<file path="config.mk">
export PLATFORM = sky130hd
export DESIGN_NAME = usb_spi_responder
export DESIGN_NICKNAME = d
export VERILOG_FILES = /design/src/rtl/usb_spi_responder.sv
export SDC_FILE = /design/constraint.sdc
export NUM_CORES = 1
export LEC_CHECK = 0
export ABC_AREA = 1
export BUFFER_PORTS_ARGS = -buffer_cell sky130_fd_sc_hd__buf_2
export CORE_AREA = 5 5 185 187
export DETAILED_ROUTE_END_ITERATION = 7
export DIE_AREA = 0 0 190 192
export HOLD_SLACK_MARGIN = 0.05
export PLACE_DENSITY_LB_ADDON = 0.12
export SKIP_CTS_REPAIR_TIMING = 1
export SYNTH_ARGS = -nofsm -noshare
export SYNTH_HDL_FRONTEND = slang
export SYNTH_SLANG_ARGS = --single-unit
export TNS_END_PERCENT = 100
</file>
<file path="constraint.sdc">
create_clock -name Clk -period 2.55 [get_ports Clk]
set_input_delay 0.255 -clock Clk [delete_from_list [all_inputs] [get_ports Clk]]
set_output_delay 0.255 -clock Clk [all_outputs]
set_load 0.01 [all_outputs]
</file>
<file path="src/rtl/usb_spi_responder.sv">
// Cycle-based MAX3421E SPI slave model: command/data framing, 32x8 register file, HIRQ/HIEN and INT pin.
// Optional build macro USB_SPI_AUTOINC_EN: post-increment the register address after every DATA byte.
module usb_spi_responder #(
  parameter int         SYNC_STAGES    = 2,
  parameter logic [7:0] REVISION_VAL   = 8'h13,
  parameter bit         INT_ACTIVE_LOW = 1'b0
) (
  input  logic       Clk,
  input  logic       reset_rtl_0,
  input  logic       usb_spi_sclk,
  input  logic       usb_spi_ss,
  input  logic       usb_spi_mosi,
  output logic       usb_spi_miso,
  input  logic       gpio_usb_rst_tri_o,
  output logic       gpio_usb_int_tri_i,
  input  logic [7:0] irq_set
);

  localparam logic [4:0] REG_REVISION = 5'd18;
  localparam logic [4:0] REG_HIRQ     = 5'd25;
  localparam logic [4:0] REG_HIEN     = 5'd26;

  typedef enum logic [1:0] {IDLE, CMD, DATA} state_t;

  logic rst;
  assign rst = reset_rtl_0 | ~gpio_usb_rst_tri_o;

  logic [SYNC_STAGES-1:0] sclk_sync, ss_sync, mosi_sync;
  logic sclk_d, ss_d;
  logic sclk_s, ss_s, mosi_s;
  logic sclk_rise, sclk_fall, ss_rise, ss_fall;

  assign sclk_s    = sclk_sync[SYNC_STAGES-1];
  assign ss_s      = ss_sync[SYNC_STAGES-1];
  assign mosi_s    = mosi_sync[SYNC_STAGES-1];
  assign sclk_rise = sclk_s & ~sclk_d;
  assign sclk_fall = ~sclk_s & sclk_d;
  assign ss_rise   = ss_s & ~ss_d;
  assign ss_fall   = ~ss_s & ss_d;

  // SS idles high so a reset never fabricates a select edge.
  // NOTE: every clocked block uses non-blocking assignments so all flops see pre-edge values.
  always_ff @(posedge Clk) begin
    if (rst) begin
      sclk_sync <= '0;
      ss_sync   <= '1;
      mosi_sync <= '0;
      sclk_d    <= 1'b0;
      ss_d      <= 1'b1;
    end else begin
      sclk_sync <= {sclk_sync[SYNC_STAGES-2:0], usb_spi_sclk};
      ss_sync   <= {ss_sync[SYNC_STAGES-2:0], usb_spi_ss};
      mosi_sync <= {mosi_sync[SYNC_STAGES-2:0], usb_spi_mosi};
      sclk_d    <= sclk_s;
      ss_d      <= ss_s;
    end
  end

  state_t     state;
  logic [2:0] bit_cnt;
  logic [7:0] rx, tx;
  logic [4:0] addr;
  logic       dir_wr;
  logic       skip_fall;
  logic [7:0] regs [32];

  logic [7:0] rx_next, w1c_mask, cmd_rd, data_rd;
  logic [4:0] next_addr;
  logic       byte_done, wr_en;

  // NOTE: every signal driven here gets a value on every path, so no latch is inferred.
  always_comb begin
    rx_next   = {rx[6:0], mosi_s};
    byte_done = (state != IDLE) && sclk_rise && (bit_cnt == 3'd7);
    wr_en     = byte_done && (state == DATA) && dir_wr;
    w1c_mask  = (wr_en && addr == REG_HIRQ) ? rx_next : 8'h00;
`ifdef USB_SPI_AUTOINC_EN
    next_addr = addr + 5'd1;
`else
    next_addr = addr;
`endif
    cmd_rd    = regs[rx_next[7:3]];
    data_rd   = regs[next_addr];
  end

  // A byte load on the 8th rising edge already presents the next MSB, so the following fall must not shift.
  always_ff @(posedge Clk) begin
    if (rst) begin
      state        <= IDLE;
      bit_cnt      <= 3'd0;
      rx           <= 8'h00;
      tx           <= 8'h00;
      addr         <= 5'd0;
      dir_wr       <= 1'b0;
      skip_fall    <= 1'b0;
      usb_spi_miso <= 1'b0;
    end else begin
      case (state)
        IDLE: begin
          usb_spi_miso <= 1'b0;
          if (ss_fall) begin
            tx           <= regs[REG_HIRQ];
            usb_spi_miso <= regs[REG_HIRQ][7];
            bit_cnt      <= 3'd0;
            skip_fall    <= 1'b0;
            state        <= CMD;
          end
        end
        default: begin
          if (sclk_rise) begin
            rx      <= rx_next;
            bit_cnt <= bit_cnt + 3'd1;
            if (byte_done) begin
              bit_cnt <= 3'd0;
              if (state == CMD) begin
                addr   <= rx_next[7:3];
                dir_wr <= rx_next[1];
                state  <= DATA;
                if (!rx_next[1]) begin
                  tx           <= cmd_rd;
                  usb_spi_miso <= cmd_rd[7];
                  skip_fall    <= 1'b1;
                end
              end else begin
                addr <= next_addr;
                if (!dir_wr) begin
                  tx           <= data_rd;
                  usb_spi_miso <= data_rd[7];
                  skip_fall    <= 1'b1;
                end
              end
            end
          end else if (sclk_fall) begin
            if (skip_fall) begin
              skip_fall <= 1'b0;
            end else begin
              tx           <= {tx[6:0], 1'b0};
              usb_spi_miso <= tx[6];
            end
          end
          // Placed last so a byte completing in the same cycle still commits before the abort.
          if (ss_rise) begin
            state        <= IDLE;
            usb_spi_miso <= 1'b0;
          end
        end
      endcase
    end
  end

  // NOTE: the register file is reset explicitly because its post-reset contents are visible to firmware.
  always_ff @(posedge Clk) begin
    if (rst) begin
      for (int i = 0; i < 32; i++) begin
        regs[i] <= (i == 18) ? REVISION_VAL : 8'h00;
      end
    end else begin
      if (wr_en && addr != REG_REVISION && addr != REG_HIRQ) begin
        regs[addr] <= rx_next;
      end
      regs[REG_HIRQ] <= (regs[REG_HIRQ] & ~w1c_mask) | irq_set;
    end
  end

  logic int_raw;
  assign int_raw = |(regs[REG_HIRQ] & regs[REG_HIEN]);

  always_ff @(posedge Clk) begin
    if (rst) begin
      gpio_usb_int_tri_i <= INT_ACTIVE_LOW;
    end else begin
      gpio_usb_int_tri_i <= int_raw ^ INT_ACTIVE_LOW;
    end
  end

endmodule

</file>
# Yosys cells after proc, flatten, opt, wreduce, memory -nomap -nowiden
# Memory sizes are Yosys's and may differ from the RTL's. A register that Yosys moved wholly into a read port is not among the register bits.
# Cells that the tools add are included.
[classes] reduce_logical=24 bitwise=16 eq_ne=15 add_sub_neg=1 muxes=52
[ops] cell="$mux W7" n=9
[ops] cell="$mux W1" n=25
[ops] cell="$mux W5" n=5
[ops] cell="$mux W8" n=3
[ops] cell="$and A8 B8 Y8" n=2
[ops] cell="$reduce_or A8 Y1" n=2
[ops] cell="$mux W2" n=6
[ops] cell="$mux W3" n=4
[ops] cell="$reduce_bool A3 Y1" n=4
[ops] cell="$ne A5 B5 Y1 const B" n=2
[ops] cell="$reduce_and A5 Y1" n=2
[ops] cell="$ne A4 B3 Y1 const B" n=2
[ops] cell="$not A8 Y8" n=1
[ops] cell="$or A8 B8 Y8" n=1
[ops] cell="$reduce_and A4 Y1" n=2
[ops] cell="$logic_and A1 B1 Y1" n=7
[ops] cell="$not A1 Y1" n=6
[ops] cell="$reduce_and A6 Y1" n=1
[ops] cell="$eq A5 B5 Y1 const B" n=1
[ops] cell="$ne A5 B3 Y1 const B" n=1
[ops] cell="$ne A5 B4 Y1 const B" n=1
[ops] cell="$and A1 B1 Y1" n=4
[ops] cell="$ne A4 B1 Y1 const B" n=1
[ops] cell="$ne A4 B2 Y1 const B" n=1
[ops] cell="other kinds (12)" n=15
[totals] input_bits=14 register_bits=36 n_memories=1 out_inout_bits=2 mem_bits_rw=256
[mem_list] memory="regs" words=32 width=8 rd=4 rd_ports_with_merged_regs=2 wr=32 line_no="65" text="logic [7:0] regs [32];"

# Longest topological paths before layout
[depth] ltp_word=13 depth_mapped=14 mapped_depth_nobuf=11

# Worst setup path before layout
# Ideal clock, no wire load.
[synth_path] path_kind="register to register" startpoint="register bit_cnt[0]" endpoint="memory regs[0][0] (enable)" path_slack_ps=171 n_path_buf=0 arrival_ps=2050 setup_ps=329 stages_incl_launch_ff=9 path_cell_list="dfxtp_1 ha_1 ha_1 nand2_1 nor4_1 nand2_1 nor3_2 nand2_2 nand2_1"
[synth_lines] item="start: declaration" line_no="60" text="logic [2:0] bit_cnt;"
[synth_lines] item="start signal: assignment" line_no="112" text="bit_cnt <= bit_cnt + 3'd1;"
[synth_lines] item="end: declaration" line_no="65"

==> run_results.csv <==
group,metric,value,unit
clock_network,cts.sinks,302,
routing,via_per_instance_ratio,5.80,
die,floorplan.die_area,0.0365,mm²
routing,detail_route.wl_per_cell,20.5,µm
sta,final.setup.tns,0,ps
finish,antenna-diode-count,0,
synth,synth_area_leader_cell,"sky130_fd_sc_hd__edfxtp_1",
placed_design,numPortBuffers,15,
synth,ys_seq_elements,302,
synth,syn-cell-area,0.0159,mm²
die,number_of_top_level_pins,16,
power,switching_power,0.00245,W
finish,design.final.nets,2100,
die,placement_rows,66,
routing,m1WireLength,21000,µm
routing,drcViolationCount,0,
synth,synth_cell_type_count,28,
sta,clock.fmax,417,MHz
setup_path,timing.critical_path.required,2780,ps
power,switching_share,21.7,%
synth,synth_top_cells_by_area,"sky130_fd_sc_hd__edfxtp_1, sky130_fd_sc_hd__nand2_1, sky130_fd_sc_hd__nand3_1",
power,power.sequential.fraction,50.5,%
clock_network,cts_tree,"yes",
routing,ant_nets,0,
power,clock_power_share,45.0,%
synth,yosysMostFrequentCell,"sky130_fd_sc_hd__nand2_1",
global_routing,grt-ovfl-total,0,
routing,wl_met3,4680,µm
synth,yosys_warnings,0,
clock_network,clock_latency,520,ps
finish,final_instance_count_excl_fillers,2551,
hold_path,hold_path.class,"flop to flop",
placed_design,post-place-ws,205,ps
sta,tightest_slew_margin_relative_to_the_limit,50.1,%
clock_network,cts.root.buffer_cell,"sky130_fd_sc_hd__clkbuf_16",
clock_network,clock_path_buffers,3,
outcome,outcome,"finished clean",
die,placeableCoreArea,0.0323,mm²
routing,routed_wl,52400,µm
sta,clock-skew-final,11.7,ps
synth,synth_enable_flop_cells,248,
power,power_per_cell_area,608,mW/mm²
sta,post-route-period-util,94.2,%
synth,netlist_instances,2037,
global_routing,number_of_antenna_violations_at_the_first_check_in_global_routing,0,
synth,ys_dominant_reg_cell,"sky130_fd_sc_hd__edfxtp_1",
synth,ys_seq_area_share,53.8,%
flow_run,drv_cap,0,
sta,finalSetupViolCount,0,
sta,fin_hold_ws,409,ps
power,logic_gate_share_of_total_power,4.5,%
power,static-leakage-power,7.18,nW
clock_network,htree_levels,2,
die,floorplan.initialDensity,49.1,%
die,die_h,192,µm
setup_path,end_kind,"flop",
setup_path,crit_path_start_kind,"flop",
sta,hold_viol,0,
synth,mean_cell_area_of_the_mapped_netlist,7.79,µm²
sta,finalWorstSetupSlack,149,ps
sta,grt_setup_unrepaired,"false",
routing,wl_met2,24500,µm
routing,drt_pre_antenna_iters,5,
finish,areaGrowthSynthToFinish,16.9,%
setup_path,worstSetupPathType,"flop to flop",
placed_design,post-dp-hpwl,33500,µm
global_routing,grt.total_usage,28.6,%
clock_network,clkTransAtPathRegs,60,ps
die,die_width,190,µm
global_routing,first_pass_grt_wire_length,80100,µm
finish,post-route-util,57.4,%
global_routing,grt_pass1_vias,13800,
power,vdd_ir_drop_max,0.562,mV
sta,tightest_pin_transition,749,ps
placed_design,globalplace.congestion,0.929,
clock_network,number_of_buffers_created_by_cts,35,
finish,drive_gt1_share,10.4,%
synth,yosys-top-cells-count,"sky130_fd_sc_hd__nand2_1, sky130_fd_sc_hd__nand3_1, sky130_fd_sc_hd__nor2_1",
setup_path,worst-path-max-fanout,8,
power,cell_internal_pwr,0.00883,W
sta,maxSlewViolCount,0,
placed_design,placed_cells,2477,
routing,top_signal_layer_used,"met4",
sta,minimum_period_implied_by_the_final_worst_setup_slack,2400,ps
global_routing,grt_start_max_net_pins,80,
routing,first_iter_violations,2255,
setup_path,cp_data_arrival_time,2630,ps
synth,synth_top_area_share,46.9,%
routing,routed-via-count,14800,
synth,postSynth.asyncResetShare,0,%
[final timing paths]
| path | slack, ps | depth (start not counted) | from | end |
|---|---|---|---|---|
| max reg2reg | 150 | 11 | bit_cnt[1] | regs[27][0] |
| max | 150 | 11 | bit_cnt[1] | regs[27][0] |
| min reg2reg | 410 | 2 | mosi_sync[0] | mosi_sync[1] |
| min | 410 | 2 | mosi_sync[0] | mosi_sync[1] |
[cell families (layout without fill, tap and decap cells)]
kind of cell               Yosys count  count (layout)  share of synthesized area [%]
buffers and inverters              199             265                           4.71
AOI/OAI and AO/OA                   95              95                           3.19
and+or+nand+nor                   1436            1436                           38.1
adders and majority gates            3               3                          0.237
DFF                                302             302                           53.8
other                                2               8                         0.0473
[routing by layer]
layer,vias up,GRT usage [%]
li1,6860,-
met3,148,4.20
met4,0,11.1
met5,-,0
met1,6966,39.0
met2,813,46.5
[worst max-delay path, cell delays in order (launching register included)]
cell and delay [ps]:
sky130_fd_sc_hd__dfxtp_1 330, sky130_fd_sc_hd__ha_1 150, sky130_fd_sc_hd__ha_1 170, sky130_fd_sc_hd__nand2_1 90, sky130_fd_sc_hd__nor4_1 260, sky130_fd_sc_hd__buf_4 190
sky130_fd_sc_hd__nand2_1 150, sky130_fd_sc_hd__nor3_2 210, sky130_fd_sc_hd__buf_4 180, sky130_fd_sc_hd__nand2_1 120, sky130_fd_sc_hd__nand2_1 130, sky130_fd_sc_hd__buf_12 140
[through the flow]
step                      cell area [µm²]  power (W)
after floorplan                     15900    0.00602
after global placement              17300    0.00627
after detailed placement            17300    0.00629
after CTS                           18400     0.0113
after global routing                18500     0.0116
final                               18500     0.0113
[cell type report]
cell class / count / area, µm²
clock buffer: 47 / 1010
clock inverter: 16 / 151
fill: 2872 / 13700
inverter: 59 / 224
multi-input combinational: 1542 / 6620
sequential: 302 / 8540
tap: 442 / 553
timing repair buffer: 143 / 1450
[power by group through the flow]
stage / Combinational [W] / Sequential (W) / Clock (W)
detailed placement: 0.000495 / 0.00579 / 0
global placement: 0.000484 / 0.00579 / 0
CTS: 0.000496 / 0.00569 / 0.00514
finish: 0.000512 / 0.00570 / 0.00507
global route: 0.000567 / 0.00571 / 0.00534
floorplan: 0.000292 / 0.00573 / 0
[sequential cells by signal, summed over array words and instances, names as in the netlist, named ones only]
register and cells:
rx 7, tx 7, regs 256, ss_sync 2
addr 5, sclk_sync 2, skip_fall 1, dir_wr 1
usb_spi_miso 1, state 2, sclk_d 1, ss_d 1
mosi_sync 2, bit_cnt 3, gpio_usb_int_tri_i 1
[cell usage in the layout, fill, tap and decap left out, drive strengths merged, types with 2 or more instances in the layout]
master / n
clkbuf: 47
a221oi: 2
nor3: 14
ha: 3
bufinv: 3
dlygate4sd3: 11
dfxtp: 54
or2: 2
o22ai: 2
a211oi: 6
buf: 132
inv: 55
nand2: 723
o21ai: 38
nand3: 428
and3: 3
nor2: 264
conb: 8
clkinv: 16
a21oi: 44
edfxtp: 248
Note: power is estimated with default switching activity, not from simulation.
